`config.mk`:
```
export PLATFORM = sky130hd
export DESIGN_NAME = seg7_time_display_flat
export DESIGN_NICKNAME = d
export VERILOG_FILES = /design/src/rtl/seg7_pkg.sv /design/src/rtl/seg7_time_display_if.sv /design/src/rtl/bcd_to_seg7.sv /design/src/rtl/seg7_time_display.sv /design/src/flat_wrapper.sv
export SDC_FILE = /design/constraint.sdc
export NUM_CORES = 1
export LEC_CHECK = 0
export BUFFER_PORTS_ARGS = -buffer_cell sky130_fd_sc_hd__buf_2
export CAP_MARGIN = 10
export CORE_MARGIN = 2
export CORE_UTILIZATION = 50
export CTS_CLUSTER_SIZE = 20
export DETAILED_ROUTE_END_ITERATION = 8
export PLACE_DENSITY_LB_ADDON = 0.08
export SLEW_MARGIN = 20
export SYNTH_ARGS = -nofsm -noshare
export SYNTH_HDL_FRONTEND = slang
export SYNTH_SLANG_ARGS = --single-unit
export TNS_END_PERCENT = 5
```
`constraint.sdc`:
```
create_clock -name clk -period 3.25 [get_ports clk]
set_clock_uncertainty 0.1 [all_clocks]
set_input_delay 0.325 -clock clk [delete_from_list [all_inputs] [get_ports clk]]
set_output_delay 0.325 -clock clk [all_outputs]
set_load 0.02 [all_outputs]
```
`src/rtl/seg7_pkg.sv`:
```
// Shared constants for the seven-segment time display: active-low segment
// patterns {g,f,e,d,c,b,a}, scan slot indices and the all-off anode word.
package seg7_pkg;

  localparam logic [6:0] SEG_DIGIT [0:9] = '{
    7'b1000000, 7'b1111001, 7'b0100100, 7'b0110000, 7'b0011001,
    7'b0010010, 7'b0000010, 7'b1111000, 7'b0000000, 7'b0010000
  };
  localparam logic [6:0] SEG_DASH  = 7'b0111111;
  localparam logic [6:0] SEG_BLANK = 7'b1111111;

  localparam logic [2:0] IDX_S1 = 3'd0;
  localparam logic [2:0] IDX_S2 = 3'd1;
  localparam logic [2:0] IDX_M1 = 3'd2;
  localparam logic [2:0] IDX_M2 = 3'd3;
  localparam logic [2:0] IDX_H1 = 3'd4;
  localparam logic [2:0] IDX_H2 = 3'd5;

  localparam logic [5:0] AN_ALL_OFF = 6'b111111;

endpackage

```
`src/rtl/seg7_time_display_if.sv`:
```
// Digit inputs and display pins of the time display; master is the
// time source / board side, slave is the display driver.
interface seg7_time_display_if;
  logic       en;
  logic [3:0] s1, s2, m1, m2, h1, h2;
  logic [5:0] an;
  logic [6:0] seg;
  logic       dp;

  modport master (output en, s1, s2, m1, m2, h1, h2, input an, seg, dp);
  modport slave  (input en, s1, s2, m1, m2, h1, h2, output an, seg, dp);
endinterface

```
`src/rtl/bcd_to_seg7.sv`:
```
// Combinational BCD to active-low seven-segment decoder; non-decimal
// codes show a dash so a corrupt digit is visible rather than silent.
module bcd_to_seg7
  import seg7_pkg::*;
(
  input  logic [3:0] bcd,
  input  logic       blank,
  output logic [6:0] seg
);

  // pattern lookup, blank overrides the digit
  always_comb begin
    seg = SEG_BLANK;
    if (blank) begin
      seg = SEG_BLANK;
    end else begin
      case (bcd)
        4'd0:    seg = SEG_DIGIT[0];
        4'd1:    seg = SEG_DIGIT[1];
        4'd2:    seg = SEG_DIGIT[2];
        4'd3:    seg = SEG_DIGIT[3];
        4'd4:    seg = SEG_DIGIT[4];
        4'd5:    seg = SEG_DIGIT[5];
        4'd6:    seg = SEG_DIGIT[6];
        4'd7:    seg = SEG_DIGIT[7];
        4'd8:    seg = SEG_DIGIT[8];
        4'd9:    seg = SEG_DIGIT[9];
        default: seg = SEG_DASH;
      endcase
    end
  end

endmodule

```
`src/rtl/seg7_time_display.sv`:
```
// Scans six snapshotted BCD digits onto a common-anode display and blinks
// the minute/hour separator points; all pin outputs are registered.
module seg7_time_display
  import seg7_pkg::*;
#(
  parameter int DIGIT_TICKS = 100_000,
  parameter int BLINK_TICKS = 50_000_000,
  parameter bit BLANK_H2    = 1'b1
) (
  input  logic                clk,
  input  logic                rst,
  seg7_time_display_if.slave  bus
);

  localparam int TW = (DIGIT_TICKS > 1) ? $clog2(DIGIT_TICKS) : 1;
  localparam int BW = (BLINK_TICKS > 1) ? $clog2(BLINK_TICKS) : 1;

  logic [TW-1:0]   tick_r;
  logic [2:0]      idx_r;
  logic [BW-1:0]   blink_cnt_r;
  logic            blink_r;
  logic [5:0][3:0] snap_r;
  logic [5:0]      an_r;
  logic [6:0]      seg_r;
  logic            dp_r;

  logic            tick_end_s;
  logic            blink_end_s;
  logic [3:0]      digit_s;
  logic            blank_s;
  logic [6:0]      seg_s;

  assign tick_end_s  = (tick_r == TW'(DIGIT_TICKS - 1));
  assign blink_end_s = (blink_cnt_r == BW'(BLINK_TICKS - 1));

  // slot timer and scan index; both keep running while the display is disabled
  always_ff @(posedge clk or posedge rst) begin
    if (rst) begin
      tick_r <= '0;
      idx_r  <= IDX_S1;
    end else if (tick_end_s) begin
      tick_r <= '0;
      idx_r  <= (idx_r == IDX_H2) ? IDX_S1 : idx_r + 3'd1;
    end else begin
      tick_r <= tick_r + TW'(1);
    end
  end

  // frame snapshot, loaded as the scan wraps so every frame shows one coherent time
  always_ff @(posedge clk or posedge rst) begin
    if (rst) begin
      snap_r <= '0;
    end else if (tick_end_s && (idx_r == IDX_H2)) begin
      snap_r <= {bus.h2, bus.h1, bus.m2, bus.m1, bus.s2, bus.s1};
    end else begin
      snap_r <= snap_r;
    end
  end

  // separator blink timebase, independent of en
  always_ff @(posedge clk or posedge rst) begin
    if (rst) begin
      blink_cnt_r <= '0;
      blink_r     <= 1'b0;
    end else if (blink_end_s) begin
      blink_cnt_r <= '0;
      blink_r     <= ~blink_r;
    end else begin
      blink_cnt_r <= blink_cnt_r + BW'(1);
    end
  end

  // digit select for the current slot
  always_comb begin
    digit_s = 4'd0;
    case (idx_r)
      IDX_S1:  digit_s = snap_r[0];
      IDX_S2:  digit_s = snap_r[1];
      IDX_M1:  digit_s = snap_r[2];
      IDX_M2:  digit_s = snap_r[3];
      IDX_H1:  digit_s = snap_r[4];
      IDX_H2:  digit_s = snap_r[5];
      default: digit_s = 4'd0;
    endcase
  end

  assign blank_s = BLANK_H2 && (idx_r == IDX_H2) && (snap_r[5] == 4'd0);

  bcd_to_seg7 u_dec (
    .bcd   (digit_s),
    .blank (blank_s),
    .seg   (seg_s)
  );

  // registered pin drivers
  always_ff @(posedge clk or posedge rst) begin
    if (rst) begin
      an_r  <= AN_ALL_OFF;
      seg_r <= SEG_BLANK;
      dp_r  <= 1'b1;
    end else begin
      an_r  <= bus.en ? ~(6'b000001 << idx_r) : AN_ALL_OFF;
      seg_r <= seg_s;
      dp_r  <= ~(bus.en && blink_r && ((idx_r == IDX_M1) || (idx_r == IDX_H1)));
    end
  end

  assign bus.an  = an_r;
  assign bus.seg = seg_r;
  assign bus.dp  = dp_r;

endmodule
```
`src/flat_wrapper.sv`:
```
// flat-port wrapper written by rule: the top's interface ports become plain ports
module seg7_time_display_flat import seg7_pkg::*;
#(
  parameter int DIGIT_TICKS = 100_000,
  parameter int BLINK_TICKS = 50_000_000,
  parameter bit BLANK_H2    = 1'b1
)
  (clk, rst, bus_en, bus_s1, bus_s2, bus_m1, bus_m2, bus_h1, bus_h2, bus_an, bus_seg, bus_dp);
  seg7_time_display_if bus_i ();
  input  logic clk;
  input  logic rst;
  input wire logic [$bits(bus_i.en)-1:0] bus_en;
  input wire logic [$bits(bus_i.s1)-1:0] bus_s1;
  input wire logic [$bits(bus_i.s2)-1:0] bus_s2;
  input wire logic [$bits(bus_i.m1)-1:0] bus_m1;
  input wire logic [$bits(bus_i.m2)-1:0] bus_m2;
  input wire logic [$bits(bus_i.h1)-1:0] bus_h1;
  input wire logic [$bits(bus_i.h2)-1:0] bus_h2;
  output wire logic [$bits(bus_i.an)-1:0] bus_an;
  output wire logic [$bits(bus_i.seg)-1:0] bus_seg;
  output wire logic [$bits(bus_i.dp)-1:0] bus_dp;
  assign bus_i.en = bus_en;
  assign bus_i.s1 = bus_s1;
  assign bus_i.s2 = bus_s2;
  assign bus_i.m1 = bus_m1;
  assign bus_i.m2 = bus_m2;
  assign bus_i.h1 = bus_h1;
  assign bus_i.h2 = bus_h2;
  assign bus_an = bus_i.an;
  assign bus_seg = bus_i.seg;
  assign bus_dp = bus_i.dp;
  seg7_time_display #(.DIGIT_TICKS(DIGIT_TICKS), .BLINK_TICKS(BLINK_TICKS), .BLANK_H2(BLANK_H2)) u_core (.clk(clk), .rst(rst), .bus(bus_i));
endmodule
```
==> results of run 1 <==
synthesized netlist by cell type (2+ instances only):
library cell / n / area share [%]
dfrtp_1: 71 / 45
nor2_1: 33 / 3.2
nand2_1: 28 / 2.7
mux2_2: 26 / 7.5
xor2_1: 25 / 5.6
nand3_1: 22 / 2.8
xnor2_1: 15 / 3.4
dfstp_2: 14 / 9.4
nand4_1: 9 / 1.4
ha_1: 8 / 2.6
inv_1: 7 / 0.67
o21ai_0: 7 / 0.89
mux2i_1: 6 / 1.5
a21oi_1: 5 / 0.64
and2_1: 5 / 0.80
and3_1: 5 / 0.80
and4_1: 5 / 1.1
nand3b_1: 5 / 0.96
nor4_1: 5 / 0.80
buf_2: 4 / 0.51
clkbuf_1: 4 / 0.38
nor2b_1: 4 / 0.64
nor3_1: 4 / 0.51
and3b_1: 3 / 0.67
o32a_1: 3 / 0.77
buf_4: 2 / 0.38
nor4b_1: 2 / 0.45
flip-flops by register name (all words and copies together), names as in the netlist:
register	flops
u_core.blink_cnt_r	26
u_core.blink_r	1
u_core.bus.an	6
u_core.bus.dp	1
u_core.bus.seg	7
u_core.idx_r	3
u_core.snap_r	24
u_core.tick_r	17
area by class of cell:
class | count | area share [%]
Tap cell | 102 | 2.86
Inverter | 7 | 0.617
Clock inverter | 5 | 1.85
Clock buffer | 11 | 3.17
Sequential cell | 85 | 48.1
Multi-Input combinational cell | 240 | 37.8
Timing Repair Buffer | 47 | 5.66
path summary, 6_finish.rpt:
path / start / endpoint / slack, ns
max in group asynchronous: rst / u_core.bus.an[5] / 2.25
setup reg to reg: u_core.idx_r[2] / u_core.bus.seg[3] / 0.51
min in group clk: bus_en / u_core.bus.an[3] / 0.06
hold / removal: rst / u_core.snap_r[6] / 0.0002
setup / recovery: u_core.idx_r[2] / u_core.bus.seg[3] / 0.51
hold reg to reg: u_core.blink_r / u_core.bus.dp / 0.33
worst max-delay path, cell delays in order (launching register included):
cell	delay, ns
dfrtp_1	0.70
inv_1	0.18
ha_1	0.30
nand2_1	0.08
o21ai_0	0.07
a221oi_1	0.48
inv_1	0.13
ha_1	0.21
nor3_1	0.18
a21oi_1	0.08
o32a_1	0.17
routing by layer:
layer | global-route usage (%) | vias to the layer above
li1 | - | 1285
met1 | 27.0 | 1244
met2 | 26.9 | 33
met3 | 3.99 | 2
met4 | 6.34 | 0
met5 | 0 | -
metrics by stage:
stage          setup slack [ns]  util, %  area, µm²
5_1_grt                   0.150     58.3       4460
2_1_floorplan             0.655        -       3920
3_5_place_dp              0.498     55.4       4240
3_3_place_gp              0.548     55.4       4240
6_report                  0.507     58.3       4460
4_1_cts                   0.495     58.3       4460
power by group through the flow:
| stage | clock (mW) | combinational [mW] | sequential (mW) |
|---|---|---|---|
| 2_1_floorplan | 0 | 0.0164 | 1.08 |
| 3_3_place_gp | 0 | 0.0419 | 1.08 |
| 3_5_place_dp | 0 | 0.0423 | 1.08 |
| 4_1_cts | 0.852 | 0.0424 | 1.06 |
| 5_1_grt | 0.896 | 0.0472 | 1.06 |
| 6_report | 0.828 | 0.0397 | 1.06 |
cell usage in the layout, fill, tap and decap left out, drive strengths merged, types with 2 or more instances in the layout:
cell    count
dfrtp      71
buf        47
nor2       33
nand2      28
mux2       27
xor2       25
nand3      22
xnor2      15
dfstp      14
clkbuf     11
nand4       9
ha          8
o21ai       7
inv         7
mux2i       6
nor4        6
and4        5
and2        5
and3        5
nand3b      5
a21oi       5
nor3        4
nor2b       4
and3b       3
o32a        3
clkinv      3
or2         3
nor4b       2
bufinv      2
logic make-up after synthesis:
kind of cell / after synthesis / synth area share, %
and+or+nand+nor: 137 / 18.3
DFF: 85 / 54.7
xor gates and xnor gates: 40 / 8.94
muxes: 33 / 9.39
AOI/OAI and AO/OA: 22 / 3.83
buffers and inverters: 18 / 2.24
adders and majority gates: 8 / 2.56
==> flow_summary.yaml, run 1 <==
run_status:
  status: "completed"
drt:
  highest_layer: "met4"
  dr.pass1.iters: 4
  vias: 2564
  wire_per_inst_um: 14.3
  wl_met2_um: 3250
  drtIter0Drc: 121
  drtAntennaViolNets: 0
  met3_length_um: 187
  wl_met1_um: 3630
  vias_per_cell: 5.16
  drc: 0
  wl_um: 7100
final_layout:
  multi_input_area_mm2: 0.00169
  seq_area_mm2: 0.00214
  nNetsFinal: 425
  syn2layout_area_growth_pct: 13.9
  fin_cells: 497
  antenna_cells: 0
  fillers: 662
  drive_above_1_share_pct: 27.1
cts:
  hold_buffers: 0
  cts.clk_slew.worst_paths_ns: 0.09
  postCtsSetupRepairBufs: 0
  cts.sinks: 85
  ctsHtreeMaxLevel: 3
  clock_latency_ns: 0.34
  cts_buffers: 9
  cts_resized: 0
  tritoncts: "done"
  clockRootBuffer: "clkbuf_8"
  clk_path_buf_depth: 2
logic_synthesis:
  yosys_warnings: 0
  synth_seq_area_share_pct: 54.7
  synth_edf_count: 0
  async_flop_share_pct: 100
  synth_nets: 378
  synthCells: 343
  synth_seq_cells: 85
  syn_area_per_cell_um2: 11.4
  ys_types: 43
  synth_ff_type: "dfrtp_1"
  synthesis.area_mm2: 0.00392
global_routing:
  antenna_found_initial: 0
  grt_pass1_wl_um: 12200
  grt_overflow_total: 0
  track_usage_pct: 18.3
  grt_pass1_vias: 2488
  grt_max_degree: 49
sta:
  whs_ns: 0.000215
  fin_crit_sh_pct: 84.4
  hold_viol: 0
  rsz0062_at_grt: "no"
  max_freq_mhz: 365
  setup_viol: 0
  fin_crit_ns: 2.74
  maxSlewHeadroom_pct: 47.0
  tns_ns: 0
  tightest_slew_ns: 0.796
  maxSlewViolCount: 0
floorplanning:
  io_pins: 41
  die_w_um: 92.5
  placementRows: 32
  die_h_um: 92.5
  core_area_mm2: 0.00765
  start_util_pct: 51.2
  fp.dieArea_mm2: 0.00856
power_and_ir_drop:
  p_leak_nw: 2.11
  p_seq_share_pct: 55.0
  combPwrFrac_pct: 2.1
  total_power_mw: 1.93
  clkPwrFrac_pct: 43.0
  p_sw_mw: 0.397
  power.density_mw_per_mm2: 432
  intPower_mw: 1.53
  switching_share_pct: 20.6
  peakVddDrop_mv: 0.233
min_path:
  min_path_type: "input port to async pin"
setup_path:
  arrival_ns: 2.92
  cp-end-kind: "register"
  cp-start-kind: "register"
  path_max_fanout: 15
  cp.required_ns: 3.43
  critPathKind: "register to register"
  ff2ff_path_depth: 10
placement:
  port-buffer-count: 40
  dp_cells: 481
  place_hpwl_um: 5130
  finalWeightedCongestion: 0.809
flow_run:
  drv_cap: 0
(Power assumes the default switching activity.)
==> run 2: changes to the inputs <==
--- a/config.mk
+++ b/config.mk
@@ -5,6 +5,7 @@
 export SDC_FILE = /design/constraint.sdc
 export NUM_CORES = 1
 export LEC_CHECK = 0
+export ABC_AREA = 1
 export BUFFER_PORTS_ARGS = -buffer_cell sky130_fd_sc_hd__buf_2
 export CAP_MARGIN = 10
 export CORE_MARGIN = 2
==> constraint.sdc (replaced) <==
create_clock -name clk -period 2.3 [get_ports clk]
set_clock_uncertainty 0.1 [all_clocks]
set_input_delay 0.23 -clock clk [delete_from_list [all_inputs] [get_ports clk]]
set_output_delay 0.23 -clock clk [all_outputs]
set_load 0.02 [all_outputs]
==> flow_summary.yaml, run 2 <==
run_status:
  status: "completed"
cts:
  postCtsSetupRepairBufs: 0
  clk_path_buf_depth: 2
  tritoncts: "done"
  ctsHtreeMaxLevel: 3
  clock_latency_ns: 0.36
  cts.clk_slew.worst_paths_ns: 0.08
  cts_buffers: 9
  cts.sinks: 85
  clockRootBuffer: "clkbuf_8"
final_layout:
  syn2layout_area_growth_pct: 11.4
  final_cell_mix: "189 x nand2_1, 142 x inv_1, 70 x dfrtp_1"
  drive_above_1_share_pct: 14.4
  seq_area_mm2: 0.00215
  final_core_util_pct: 56.8
  antenna_cells: 0
  largest_reg_flops: 26
  top_register: "u_core.blink_cnt_r"
  nNetsFinal: 719
  final_common_cell: "nand2_1"
  fillers: 892
  multi_input_area_mm2: 0.00190
  top_regs: "u_core.blink_cnt_r x26, u_core.snap_r x24, u_core.tick_r x17"
  fin_cells: 800
  design_area_mm2: 0.00520
logic_synthesis:
  ys_top_cells_by_count: "189 x nand2_1, 143 x inv_1, 71 x dfrtp_1"
  synth_nets: 668
  yosysTopAreaCell: "dfrtp_1"
  synthCells: 633
  synth_seq_area_share_pct: 45.9
  syn_area_per_cell_um2: 7.37
  synth.top_cell.area_share_pct: 38.1
  synth_most_common_cell: "nand2_1"
  yosys_warnings: 0
  synth_edf_count: 0
  synth_seq_cells: 85
  synth_ff_type: "dfrtp_1"
  synthesis.area_mm2: 0.00467
  ys_types: 29
  async_flop_share_pct: 100
  synth_area_leaders: "dfrtp_1 38%, nand2_1 15%, inv_1 11%"
sta:
  fin_crit_sh_pct: 90.3
  setup_ws_ns: 0.223
  fin_crit_ns: 2.08
  maxSlewViolCount: 0
  tns_ns: 0
  hold_viol: 0
  whs_ns: 0.0301
  tightest_slew_ns: 0.435
  max_freq_mhz: 482
  setup_viol: 0
  maxSlewHeadroom_pct: 71.0
setup_path:
  cp.required_ns: 2.48
  cp-startpoint: "u_core.idx_r[2]"
  cp-start-kind: "register"
  critPathKind: "register to register"
  arrival_ns: 2.25
  r2r_start: "u_core.idx_r[2]"
  cp-end-kind: "register"
  path_max_fanout: 7
power_and_ir_drop:
  clkPwrFrac_pct: 37.9
  intPower_mw: 1.94
  p_seq_share_pct: 59.4
  p_sw_mw: 0.576
  peakVddDrop_mv: 0.240
  combPwrFrac_pct: 2.6
  switching_share_pct: 22.9
  power.density_mw_per_mm2: 484
  p_leak_nw: 3.02
  total_power_mw: 2.52
floorplanning:
  fp.dieArea_mm2: 0.0101
  start_util_pct: 51.0
  die_h_um: 101
  placementRows: 35
  core_area_mm2: 0.00915
  die_w_um: 101
  io_pins: 41
global_routing:
  antenna_found_initial: 0
  grt_max_degree: 86
  grt_pass1_vias: 3637
  track_usage_pct: 20.2
  grt_overflow_total: 0
  grt_pass1_wl_um: 16100
placement:
  place_ws_ns: 0.247
  place_hpwl_um: 6900
  dpl_cell_area_mm2: 0.00501
  port-buffer-count: 40
  finalWeightedCongestion: 0.951
  dp_cells: 782
drt:
  drtIter0Drc: 91
  dr.pass1.iters: 5
  wire_per_inst_um: 11.5
  vias: 3788
  wl_um: 9180
  drtAntennaViolNets: 0
  drc: 0
  vias_per_cell: 4.74
min_path:
  min_path_type: "input port to register"
  worstHoldStart: "bus_s1[2]"
flow_run:
  drv_cap: 0
## run 2: layout make-up
type | count | share of cell area, %
repair buffers | 47 | 5.44
flip-flops and latches | 85 | 41.3
clock buffers | 12 | 2.79
inverters | 148 | 10.8
multi-input cells | 393 | 36.6
well taps | 111 | 2.67
clock inverters | 4 | 0.505
## run 2: cells by family (layout without fill, tap and decap cells)
group	Yosys count	in the layout	synth area share (%)
flip-flops	85	85	45.9
AO/OA/AOI/OAI	14	14	1.58
XOR/XNOR	26	26	4.88
adder cells (fa/ha/maj)	8	8	2.14
buffers and inverters	155	211	13.3
AND/OR/NAND/NOR	345	345	32.1
## run 2: final timing paths
path / slack [ns] / cells after the start / to
max: 0.22 / 12 / u_core.bus.seg[3]
min: 0.03 / 5 / u_core.snap_r[2]
max reg2reg: 0.22 / 12 / u_core.bus.seg[3]
min reg2reg: 0.30 / 1 / u_core.bus.dp
max in group asynchronous: 1.30 / 4 / u_core.bus.an[3]
min in group asynchronous: 0.44 / 4 / u_core.tick_r[12]
## run 2: worst max-delay path: stages, from the launching register on
cell and delay [ns]:
dfrtp_1 0.43, inv_1 0.20, ha_1 0.30, nand2_1 0.08
nand2_1 0.07, nor2_1 0.04, nand2_1 0.16, inv_1 0.11
ha_1 0.20, inv_1 0.05, nand3_1 0.08, nand3_1 0.10
nand3_1 0.07
## run 2: routing by layer
metal | vias to the layer above | share of wire [%] | GRT usage, %
met2 | 56 | 49 | 34.4
met3 | 14 | 3.0 | 4.37
met1 | 1727 | 46 | 24.9
li1 | 1991 | - | -
met4 | 0 | 1.7 | 7.80
met5 | - | 0 | 0
## run 2: power by group through the flow
stage                     logic, mW  registers (mW)  clock network (mW)
final                        0.0667            1.50               0.956
after global routing         0.0797            1.50                1.05
after CTS                    0.0701            1.50               0.995
after detailed placement     0.0672            1.53                   0
after global placement       0.0670            1.53                   0
after floorplan              0.0298            1.53                   0
## run 2: repair_timing
item | in CTS | in global routing
resized for setup | 0 | 1
hold buffers | 2 | 0
hold endpoints to repair | 75 | 0
endpoints found under the setup margin | 0 | 2
